File: src/rtl/frv_asi_seq.sv
// +----------------------------------------------------------------------------+
// | frv_asi_seq: request/response sequencer in front of the AES/SHA2/SHA3 ASI  |
// | unit, with serialised AES state flushes. Optional busy timeout: define     |
// | FRV_ASI_SEQ_TIMEOUT_EN.                                                    |
// | Revision: 1.0                                                              |
// +----------------------------------------------------------------------------+
`default_nettype none

module frv_asi_seq #(
  parameter int XLEN  = 32,
  parameter int UOP_W = 7
`ifdef FRV_ASI_SEQ_TIMEOUT_EN
  , parameter int TIMEOUT = 15
`endif
) (
  input  logic             g_clk,
  input  logic             g_resetn,
  input  logic             req_valid,
  output logic             req_ready,
  input  logic [UOP_W-1:0] req_uop,
  input  logic [XLEN-1:0]  req_rs1,
  input  logic [XLEN-1:0]  req_rs2,
  input  logic [1:0]       req_shamt,
  input  logic             kill,
  input  logic             flush_req,
  input  logic             flush_sub,
  input  logic             flush_mix,
  input  logic [XLEN-1:0]  flush_data,
  output logic             flush_ack,
  output logic             asi_valid,
  output logic [UOP_W-1:0] asi_uop,
  output logic [XLEN-1:0]  asi_rs1,
  output logic [XLEN-1:0]  asi_rs2,
  output logic [1:0]       asi_shamt,
  input  logic             asi_ready,
  input  logic [XLEN-1:0]  asi_result,
  output logic             asi_flush_aessub,
  output logic             asi_flush_aesmix,
  output logic [XLEN-1:0]  asi_flush_data,
  output logic             rsp_valid,
  input  logic             rsp_ready,
  output logic [XLEN-1:0]  rsp_result,
  output logic             rsp_err
);

  localparam logic [1:0] S_IDLE  = 2'd0;
  localparam logic [1:0] S_BUSY  = 2'd1;
  localparam logic [1:0] S_RESP  = 2'd2;
  localparam logic [1:0] S_FLUSH = 2'd3;

  logic [1:0]       state_q, state_d;
  logic [UOP_W-1:0] uop_q;
  logic [XLEN-1:0]  rs1_q, rs2_q, result_q, fdata_q;
  logic [1:0]       shamt_q;
  logic             fsub_q, fmix_q;
  logic             w_flush_go, w_accept, w_done;

  // A pending flush beats a request presented in the same cycle.
  assign w_flush_go = (state_q == S_IDLE) && flush_req && !kill;
  assign w_accept   = (state_q == S_IDLE) && !flush_req && req_valid && !kill;
  assign w_done     = (state_q == S_BUSY) && !kill && asi_ready;

`ifdef FRV_ASI_SEQ_TIMEOUT_EN
  logic [7:0] cnt_q;
  logic       err_q;
  logic       w_timeout;

  assign w_timeout = (state_q == S_BUSY) && !kill && !asi_ready &&
                     (cnt_q == 8'(TIMEOUT - 1));

  always_ff @(posedge g_clk or negedge g_resetn) begin
    if (!g_resetn) begin
      cnt_q <= 8'd0;
      err_q <= 1'b0;
    end else begin
      if (w_accept)
        cnt_q <= 8'd0;
      else if (state_q == S_BUSY && !asi_ready)
        cnt_q <= cnt_q + 8'd1;
      if (w_done)
        err_q <= 1'b0;
      else if (w_timeout)
        err_q <= 1'b1;
    end
  end
`else
  logic w_timeout;
  assign w_timeout = 1'b0;
`endif

  always_ff @(posedge g_clk or negedge g_resetn) begin
    if (!g_resetn) state_q <= S_IDLE;
    else           state_q <= state_d;
  end

  always_comb begin
    state_d = state_q;
    case (state_q)
      S_IDLE:  if (w_flush_go) state_d = S_FLUSH;
               else if (w_accept) state_d = S_BUSY;
      S_BUSY:  if (kill) state_d = S_IDLE;
               else if (asi_ready || w_timeout) state_d = S_RESP;
      S_RESP:  if (kill || rsp_ready) state_d = S_IDLE;
      default: state_d = S_IDLE;
    endcase
  end

  always_ff @(posedge g_clk or negedge g_resetn) begin
    if (!g_resetn) begin
      uop_q    <= '0;
      rs1_q    <= '0;
      rs2_q    <= '0;
      shamt_q  <= '0;
      result_q <= '0;
      fsub_q   <= 1'b0;
      fmix_q   <= 1'b0;
      fdata_q  <= '0;
    end else begin
      if (w_accept) begin
        uop_q   <= req_uop;
        rs1_q   <= req_rs1;
        rs2_q   <= req_rs2;
        shamt_q <= req_shamt;
      end
      if (w_flush_go) begin
        fsub_q  <= flush_sub;
        fmix_q  <= flush_mix;
        fdata_q <= flush_data;
      end
      if (w_done)
        result_q <= asi_result;
      else if (w_timeout)
        result_q <= '0;
    end
  end

  // Unit-facing operands are gated to zero whenever no operation is offered.
  always_comb begin
    req_ready        = w_accept;
    asi_valid        = (state_q == S_BUSY);
    asi_uop          = asi_valid ? uop_q   : '0;
    asi_rs1          = asi_valid ? rs1_q   : '0;
    asi_rs2          = asi_valid ? rs2_q   : '0;
    asi_shamt        = asi_valid ? shamt_q : '0;
    flush_ack        = (state_q == S_FLUSH);
    asi_flush_aessub = flush_ack && fsub_q;
    asi_flush_aesmix = flush_ack && fmix_q;
    asi_flush_data   = flush_ack ? fdata_q : '0;
    rsp_valid        = (state_q == S_RESP);
    rsp_result       = rsp_valid ? result_q : '0;
`ifdef FRV_ASI_SEQ_TIMEOUT_EN
    rsp_err          = rsp_valid && err_q;
`else
    rsp_err          = 1'b0;
`endif
  end

endmodule

`default_nettype wire

File: config.mk
export PLATFORM = sky130hd
export DESIGN_NAME = frv_asi_seq
export DESIGN_NICKNAME = d
export VERILOG_FILES = /design/src/rtl/frv_asi_seq.sv
export SDC_FILE = /design/constraint.sdc
export NUM_CORES = 1
export LEC_CHECK = 0
export BUFFER_PORTS_ARGS = -buffer_cell sky130_fd_sc_hd__buf_2
export CORE_AREA = 4 4 128 130
export DETAILED_ROUTE_END_ITERATION = 8
export DIE_AREA = 0 0 132 134
export GPL_TIMING_DRIVEN = 0
export PLACE_DENSITY_LB_ADDON = 0.2
export SLEW_MARGIN = 5
export SYNTH_ARGS = -nofsm -noshare
export SYNTH_HDL_FRONTEND = slang
export SYNTH_SLANG_ARGS = --single-unit
File: constraint.sdc
create_clock -name g_clk -period 1.8 [get_ports g_clk]
set_clock_uncertainty 0.2 [all_clocks]
set_input_delay 0.36 -clock g_clk [delete_from_list [all_inputs] [get_ports g_clk]]
set_output_delay 0.36 -clock g_clk [all_outputs]
set_load 0.005 [all_outputs]
# After elaboration in Yosys (flattened, before gate mapping)
# Index checks and enable logic that the tools add are counted.
totals:
  ff_bits: 141
  in_bits: 146
  out_inout_bits: 144
  word_cells: 41
op_classes:
  n_eq_ne: 6
  n_mux: 12
  reduce_logical: 14
ops:
  columns: ["op", "n"]
  rows:
  - ["32-bit 2-to-1 mux", 4]
  - ["2-bit 2-to-1 mux", 6]
  - ["1-bit logical AND", 9]
  - ["7-bit 2-to-1 mux", 1]
  - ["2-bit one-hot mux with 3 select lines", 1]
  - ["2-bit equality test, second input constant", 2]
  - ["3-bit by 2-bit inequality test with 1-bit output, second input constant", 1]
  - ["3-bit inequality test, second input constant", 1]
  - ["3-bit AND reduction", 1]
  - ["2-bit by 1-bit equality test with 1-bit output, second input constant", 1]
  - ["1-bit zero test", 2]
  - ["2-bit zero test", 1]
  - ["2-bit by 1-bit inequality test with 1-bit output, second input constant", 1]
  - ["1-bit logical OR", 1]

# Logic depth before layout (Yosys ltp)
# Gate-level depths: netlist of the first run.
depth:
  word_depth: 7
  mapped_depth: 5

# Worst setup path before layout of the first run
# No wires, ideal clock.
synth_timing:
  path_type: "reg-to-reg"
  from: "reg state_q[1]"
  to: "reg fdata_q[10]"
  arrival_ns: 1.436
  t_required_ns: 1.475
  setup_slack_ns: 0.039
  stages_incl_launch_ff: 4
  period_less_slack_ns: 1.761
  path_cell_list: "dfrtp_1 -> nor4b_4 -> buf_6 -> mux2_2"
synth_between:
  elab_chain_cells: 3
synth_rtl:
  columns: ["element", "line", "source"]
  rows:
  - ["start, declared", "51", "logic [1:0] state_q, state_d;"]
  - ["start signal, assigned", "93", "else state_q <= state_d;"]
  - ["2-bit zero test", "59", "assign w_flush_go = (state_q == S_IDLE) && flush_req && !kill;"]
  - ["1-bit logical AND (2 in series)", "59", null]
  - ["end signal, assigned", "128", "fdata_q <= flush_data;"]
  - ["end, declared", "53", "logic [XLEN-1:0] rs1_q, rs2_q, result_q, fdata_q;"]
# No other way between the ends.
# A chain may end at the register's enable or synchronous reset.

# Worst setup path after layout of the first run
layout_timing:
  from: "reg state_q[0]"
  to: "out asi_rs1[4]"
layout_between:
  elab_chain_cells: 2
layout_rtl:
  columns: ["element", "line", "source"]
  rows:
  - ["2-bit by 1-bit equality test with 1-bit output", "140", "asi_valid = (state_q == S_BUSY);"]
  - ["32-bit 2-to-1 mux", "142", "asi_rs1 = asi_valid ? rs1_q : '0;"]
  - ["end, declared", "32", "output logic [XLEN-1:0] asi_rs1,"]
# No other way between the ends.

==> impl_metrics.ini, run 1 <==
[worst_setup_path]
critPathBufInv = 4
cp.arrival_ns = 1.65
crit_family = buffers and inverters
endpoint_kind = output pin
start_kind = flop
cp_max_fo = 10
crit_required_ns = 1.24
worstSetupPathType = flop to output pin
critPathMaxStageDelay_ns = 0.45
cpMaxStageDelayCell = dfrtp_2
crit_path_cell_trace = nor2b_4, buf_6, buf_6, buf_8, and2_1, buf_2
cp_common_cell = buf_6

[timing]
setup_viol = 209
tightest_slew_ns = 0.729
fmax_mhz = 453
tns_ns = -64.57
drv_slew = 0
hold_violations = 0
rsz0062_at_grt = true
worst_slack_ns = -0.409
hold_ws_ns = 0.0259
relSlewSlack_pct = 51.4
min_period_ns = 2.21
min_period_over_period_pct = 123

[floorplanning]
die_area_mm2 = 0.0177
coreArea_mm2 = 0.0151
die_h_um = 134
start_util_pct = 41.5
num_rows = 45
pin_count = 290
die_w_um = 132

[detailed_routing]
dr_wl_met2_um = 11300
vias = 5535
viasPerCell = 4.78
dr.pass1.iters = 4
dr.max_layer_used = met4
wl_per_cell_um = 17.9
drcViolationCount = 0
drt_iter0_markers = 126
ant_nets = 0
wirelength_met1_um = 7740
wl_met3_um = 1010
wl_um = 20700

[clocking]
cts-root-buf = clkbuf_16
cts_tree = yes
numCtsBuffers = 17
cts.sinks = 141
htree_levels = 4
cts_max_path_buffers = 2
clock_latency_ns = 0.40
clkTransAtPathRegs_ns = 0.06

[finish]
post-route-util_pct = 74.5
diodes = 0
drive_gt1_share_pct = 60.2
mostFrequentLayoutCell = buf_2
final_nets = 1102
most-common-layout-cells = buf_2 (245), dlygate4sd3_1 (141), dfrtp_1 (139)
area_delta_synth_final_pct = 79.4
fin_cells = 1157

[global_route]
grt_usage_pct = 22.8
overflow = 0
grt_pass1_wl_um = 32400
grt_max_degree = 77
antenna_found_initial = 0
grt_pass1_vias = 6327

[placed_design]
place_inst = 947
hpwl_um = 12700
io_buffers = 288
place_congestion = 0.787

[yosys]
yosysWarnings = 0
synth_area_mm2 = 0.00629
ys_types = 20
synthCells = 470
synth.net_count = 616
synth-seq-cells = 141
avgSynthCellArea_um2 = 13.4
synth_seq_area_share_pct = 56.1

[power]
power_leakage_nw = 5.70
p_per_area_mw_per_mm2 = 1030
peakVddDrop_mv = 0.727

[run_status]
outcome = finished, violations left
violations = setup timing

[flow_run]
max-cap-violations = 0

[min_path]
min_path_type = primary input to flop
## path summary, 6_finish.rpt
check                                  startpoint  depth (start not counted)  slack [ns]                       end
setup reg to reg           state_q[0]$_DFFE_PN0P_                          7       -0.29  result_q[26]$_DFFE_PN0P_
hold / removal                          req_valid                          2        0.03    state_q[0]$_DFFE_PN0P_
max in group asynchronous                g_resetn                          3        0.24   fdata_q[12]$_DFFE_PN0P_
min in group asynchronous                g_resetn                          2        0.36      rs2_q[7]$_DFFE_PN0P_
hold reg to reg              rs1_q[1]$_DFFE_PN0P_                          1        0.29      rs1_q[1]$_DFFE_PN0P_
setup / recovery           state_q[0]$_DFFE_PN0P_                          6       -0.41                asi_rs1[4]
## report_power, final
part           internal (mW)  total [mW]  switching [mW]
clock                   2.73        4.08            1.35
combinational           1.91        2.89           0.974
sequential              4.15        4.65           0.502
total                   8.79        11.6            2.83
## cells in the mapped netlist
library cell,number,area share [%]
nor2b_1,1,0.10
buf_6,7,1.3
nand2_1,1,0.060
o311a_1,1,0.16
conb_1,1,0.060
buf_4,7,0.84
inv_1,1,0.060
dfrtp_1,141,56
o21ai_0,2,0.16
nor2_1,3,0.18
nor2b_2,1,0.14
and3_1,34,3.4
and3b_1,1,0.14
nor4b_4,1,0.38
mux2_2,134,24
buf_2,3,0.24
mux2_1,6,1.1
and2_1,106,11
nand3_1,1,0.079
clkbuf_1,18,1.1
## flip-flops by register name (all words and copies together), names as in the netlist, 2 cells and up
name	cells
rs1_q	32
fdata_q	32
state_q	2
uop_q	7
result_q	32
shamt_q	2
rs2_q	32
## stage by stage
step,instance area (um^2),setup slack [ns],total power [mW]
floorplan,6290,0.0390,5.75
global placement,7970,-1.75,6.50
detailed placement,8000,-0.437,6.66
CTS,11000,-0.411,11.4
global route,11300,-0.470,12.2
finish,11300,-0.409,11.6
## what timing repair did
item | 4_1_cts | 5_1_grt
hold endpoints to repair | 215 | 0
buffers inserted | 17 | 6
pin swaps | 28 | 9
cloned | 13 | 1
setup endpoints to repair | 262 | 209
hold buffers | 141 | 0
gates resized for setup | 124 | 69
## layout make-up
type,instances,area (um^2)
plain buffers,35,430
clock buffers,20,467
clock inverters,12,230
fillers,951,3860
inverters,1,3.75
multi-input cells,293,2700
flip-flops and latches,141,3530
well taps,188,235
repair buffers,467,3680
## layer usage
metal	vias up	GRT usage, %
li1	2557	-
met1	2724	25.2
met2	209	41.8
met3	45	5.66
met4	0	9.63
met5	-	0
## kinds of logic after synthesis
| family | Yosys count | synth area share (%) |
|---|---|---|
| buffers and inverters | 36 | 3.46 |
| other | 1 | 0.0596 |
| AOI/OAI and AO/OA | 3 | 0.318 |
| muxes | 140 | 25.1 |
| and+or+nand+nor | 149 | 15.0 |
| DFF | 141 | 56.1 |
(Power assumes the default switching activity.)
==> run 2: changes to the inputs <==
--- a/config.mk
+++ b/config.mk
@@ -8,7 +8,8 @@
 export BUFFER_PORTS_ARGS = -buffer_cell sky130_fd_sc_hd__buf_2
-export CORE_AREA = 4 4 128 130
+export CORE_AREA = 4 4 150 152
 export DETAILED_ROUTE_END_ITERATION = 8
-export DIE_AREA = 0 0 132 134
+export DIE_AREA = 0 0 154 156
 export GPL_TIMING_DRIVEN = 0
 export PLACE_DENSITY_LB_ADDON = 0.2
+export RECOVER_POWER = 25
 export SLEW_MARGIN = 5
--- a/constraint.sdc
+++ b/constraint.sdc
@@ -4,2 +4,2 @@
 set_output_delay 0.36 -clock g_clk [all_outputs]
-set_load 0.005 [all_outputs]
+set_load 0.05 [all_outputs]
==> impl_metrics.ini, run 2 (synthesis gave the netlist of run 1 again) <==
[run_status]
outcome = finished, violations left
violations = setup timing

[floorplanning]
die_area_mm2 = 0.0240
die_w_um = 154
coreArea_mm2 = 0.0210
num_rows = 53
pin_count = 290
die_h_um = 156
start_util_pct = 29.9

[worst_setup_path]
critPathMaxStageDelay_ns = 0.45
r2r.worst_path.cells = 6
crit_path_cell_trace = nor2b_4, buf_12, clkbuf_16, buf_8, and2_2, buf_6
start_kind = flop
endpoint_kind = output pin
r2r-start = state_q[1]$_DFFE_PN0P_
critPathBufInv = 4
cp_max_fo = 6
cpMaxStageDelayCell = dfrtp_2
crit_required_ns = 1.24
crit_family = buffers and inverters
cp.arrival_ns = 1.78
reg2reg_to = fdata_q[9]$_DFFE_PN0P_
crit_path_start = state_q[0]$_DFFE_PN0P_
worstSetupPathType = flop to output pin
r2r_setup_slack_ns = -0.19

[timing]
setup_viol = 207
hold_violations = 0
min_period_over_period_pct = 130
relSlewSlack_pct = 33.9
tns_ns = -71.81
rsz0062_at_grt = true
tightest_slew_ns = 0.991
worst_slack_ns = -0.538
fmax_mhz = 428
drv_slew = 0
min_period_ns = 2.34

[clocking]
cts-root-buf = clkbuf_16
cts.sinks = 141
numCtsBuffers = 17
clkTransAtPathRegs_ns = 0.06
cts_tree = yes
clock_latency_ns = 0.41
htree_levels = 4
cts_max_path_buffers = 2

[global_route]
grt_pass1_vias = 6374
overflow = 0
grt_pass1_wl_um = 32700
antenna_found_initial = 1
grt_max_degree = 76
grt_usage_pct = 16.9

[power]
p_total_mw = 12.9
p_per_area_mw_per_mm2 = 1050
power_leakage_nw = 5.83
peakVddDrop_mv = 0.635

[finish]
seq_area_mm2 = 0.00353
final_nets = 1097
mostFrequentLayoutCell = buf_2
nFillCells = 1630
fin_area_mm2 = 0.0123
most-common-layout-cells = buf_2 (145), dlygate4sd3_1 (144), dfrtp_1 (139)
multi_input_area_mm2 = 0.00286
drive_gt1_share_pct = 68.8
fin_cells = 1241
area_delta_synth_final_pct = 95.6

[detailed_routing]
ant_nets = 0
vias = 5513
wl_per_cell_um = 16.9
viasPerCell = 4.44
drt_iter0_markers = 119
drcViolationCount = 0
dr.pass1.iters = 4
wl_um = 21000

[flow_run]
max-cap-violations = 0

[placed_design]
place_area_mm2 = 0.00834
place_congestion = 0.794
hpwl_um = 13200
io_buffers = 288
place_inst = 1034

[min_path]
min_from = flush_req
holdPathStages = 2
holdPathEnd = state_q[0]$_DFFE_PN0P_
min_path_type = primary input to flop
[run 2: stage by stage]
stage | util, % | hold slack, ns | setup slack [ns]
CTS | 57.2 | 0.0307 | -0.561
floorplan | - | -0.136 | -0.107
global placement | 39.5 | 0.260 | -2.05
global route | 58.5 | 0.0692 | -0.598
finish | 58.5 | 0.0745 | -0.538
detailed placement | 39.7 | 0.242 | -0.484
[run 2: power by group]
group | switching, mW | total [mW] | internal (mW)
clock network | 1.43 | 3.80 | 2.37
registers | 0.490 | 4.63 | 4.14
logic | 2.10 | 4.48 | 2.38
total | 4.02 | 12.9 | 8.90
[run 2: layout make-up]
type | instances | share of cell area (%)
buffer | 35 | 3.76
antenna | 2 | 0.0407
clock buffer | 19 | 3.60
sequential | 141 | 28.7
inverter | 1 | 0.0610
clock inverter | 13 | 1.53
timing repair buffer | 462 | 36.3
multi-input combinational | 293 | 23.2
tap | 275 | 2.80
[run 2: worst reg2reg max path, cell delays in order (launching register included)]
cell and delay (ns):
dfrtp_2 0.47, buf_4 0.17, nor4b_4 0.26, buf_6 0.21, buf_12 0.13, buf_8 0.11, mux2_2 0.33
[run 2: what timing repair did]
action                                  4_1_cts  5_1_grt
gates cloned                                  7        5
endpoints found under the setup margin      266      209
hold buffers                                144        0
pin swaps                                    13       38
resized for setup                           428       52
buffers inserted                             14        3
endpoints found under the hold margin       215        0
[run 2: worst max path at each step]
stage                        endpoint  cells past startpoint
2_1_floorplan          rsp_result[19]                      3
3_3_place_gp   state_q[0]$_DFFE_PN0P_                      1
3_5_place_dp            rsp_result[0]                      4
4_1_cts                   asi_rs2[17]                      5
5_1_grt                   asi_rs2[20]                      6
6_report                  asi_rs2[20]                      6
[run 2: metal layers]
metal,vias to the layer above,routed length (um),track usage [%]
met5,-,0,0
met3,53,1230,4.41
met4,0,646,7.36
li1,2554,-,-
met1,2714,8020,19.0
met2,192,11100,30.2
==> run 3: changes to the inputs <==
- PLACE_DENSITY: default -> 0.61
- PLACE_DENSITY_LB_ADDON: 0.2 -> default
==> impl_metrics.ini, run 3 (synthesis gave the netlist of run 1 again) <==
[global_route]
grt_pass1_vias = 6171
grt_max_degree = 74
antenna_found_initial = 0
grt_pass1_wl_um = 32900
overflow = 0
grt_usage_pct = 17.2

[timing]
worst_slack_ns = -0.480
hold_ws_ns = 0.0376
rsz0062_at_grt = true
relSlewSlack_pct = 33.8
min_period_over_period_pct = 127
min_period_ns = 2.28
fmax_mhz = 439
setup_viol = 257
tightest_slew_ns = 0.993
drv_slew = 0
tns_ns = -74.01
hold_violations = 0

[power]
p_sw_share_pct = 30.5
power_leakage_nw = 5.84
p_comb_share_pct = 33.9
p_per_area_mw_per_mm2 = 1070
peakVddDrop_mv = 0.624
p_total_mw = 13.3
pwr-share-seq_pct = 34.9
p_int_mw = 9.23
power.share.clock_pct = 31.2
power_switching_mw = 4.06

[clocking]
numCtsBuffers = 17
cts.sinks = 141
htree_levels = 4
clock_latency_ns = 0.42
cts_max_path_buffers = 2
cts-root-buf = clkbuf_16
cts_tree = yes
clkTransAtPathRegs_ns = 0.06

[finish]
area_delta_synth_final_pct = 97.6
final_nets = 1099
diodes = 0
post-route-util_pct = 59.1
mostFrequentLayoutCell = buf_2
fin_area_mm2 = 0.0124
fin_cells = 1241
most-common-layout-cells = buf_2 (145), dlygate4sd3_1 (143), dfrtp_1 (139)
drive_gt1_share_pct = 68.8

[detailed_routing]
viasPerCell = 4.49
wl_um = 21800
drt_iter0_markers = 177
ant_nets = 0
vias = 5567
dr.pass1.iters = 4
drcViolationCount = 0
wl_per_cell_um = 17.6

[placed_design]
place_congestion = 0.745
io_buffers = 288
place_area_mm2 = 0.00834
preCtsSetupSlack_ns = -0.524
hpwl_um = 12500
place_inst = 1034

[worst_setup_path]
endpoint_kind = output pin
cp_max_fo = 10
worstSetupPathType = flop to output pin
cp.arrival_ns = 1.72
crit_required_ns = 1.24
start_kind = flop

[floorplanning]
num_rows = 53
pin_count = 290
coreArea_mm2 = 0.0210
start_util_pct = 29.9
die_w_um = 154
die_area_mm2 = 0.0240
die_h_um = 156

[run_status]
outcome = finished, violations left
violations = setup timing

[flow_run]
max-cap-violations = 0

[min_path]
min_path_type = primary input to flop
## run 3: cell count changes in the layout (fill, tap and decap cells not counted), sizes merged
cell	before	now
buf	333	343
clkbuf	39	33
clkinv	3	0
bufinv	4	6
diode	2	0
clkinvlp	4	3
dlygate4sd3	144	143
inv	3	4
## run 3: layout make-up
class / count / area (um^2)
Inverter: 1 / 7.51
Clock inverter: 12 / 230
Tap cell: 275 / 344
Fill cell: 1562 / 8590
Timing Repair Buffer: 467 / 4520
Multi-Input combinational cell: 293 / 2920
Clock buffer: 20 / 457
Buffer: 32 / 418
Sequential cell: 141 / 3530
## run 3: final timing paths
check                                           endpoint  slack (ns)                startpoint  depth (start not counted)
worst min register to register  result_q[12]$_DFFE_PN0P_        0.29  result_q[12]$_DFFE_PN0P_                          1
worst min-delay path              state_q[0]$_DFFE_PN0P_        0.04                 asi_ready                          3
max in group asynchronous           rs2_q[4]$_DFFE_PN0P_        0.03                  g_resetn                          3
worst max-delay path                          asi_rs1[4]       -0.48    state_q[0]$_DFFE_PN0P_                          5
min in group asynchronous        fdata_q[11]$_DFFE_PN0P_        0.46                  g_resetn                          2
worst max register to register   fdata_q[22]$_DFFE_PN0P_       -0.31    state_q[1]$_DFFE_PN0P_                          6
## run 3: what timing repair did
action,CTS,global route
hold buffers,143,0
buffers inserted,16,10
gates cloned,4,5
hold endpoints to repair,209,0
endpoints found under the setup margin,264,257
pin swaps,17,14
gates resized for setup,417,110
## run 3: critical path: stages, from the launching register on
cell and delay [ns]:
dfrtp_2 0.43, nor2b_4 0.22, buf_12 0.16, clkbuf_8 0.16, and2_2 0.18, buf_8 0.15
## run 3: metal layers
layer / track usage, % / part of all wire, %
met5: 0 / 0
met4: 6.01 / 2.1
met3: 6.55 / 6.9
met2: 30.3 / 53
met1: 19.1 / 38
## run 3: power groups by stage
stage | logic, mW | clock network (mW) | registers (mW)
2_1_floorplan | 2.50 | 0 | 4.48
3_3_place_gp | 3.16 | 0 | 4.57
3_5_place_dp | 3.21 | 0 | 4.62
4_1_cts | 4.22 | 4.25 | 4.58
5_1_grt | 4.76 | 4.38 | 4.75
6_report | 4.51 | 4.14 | 4.64
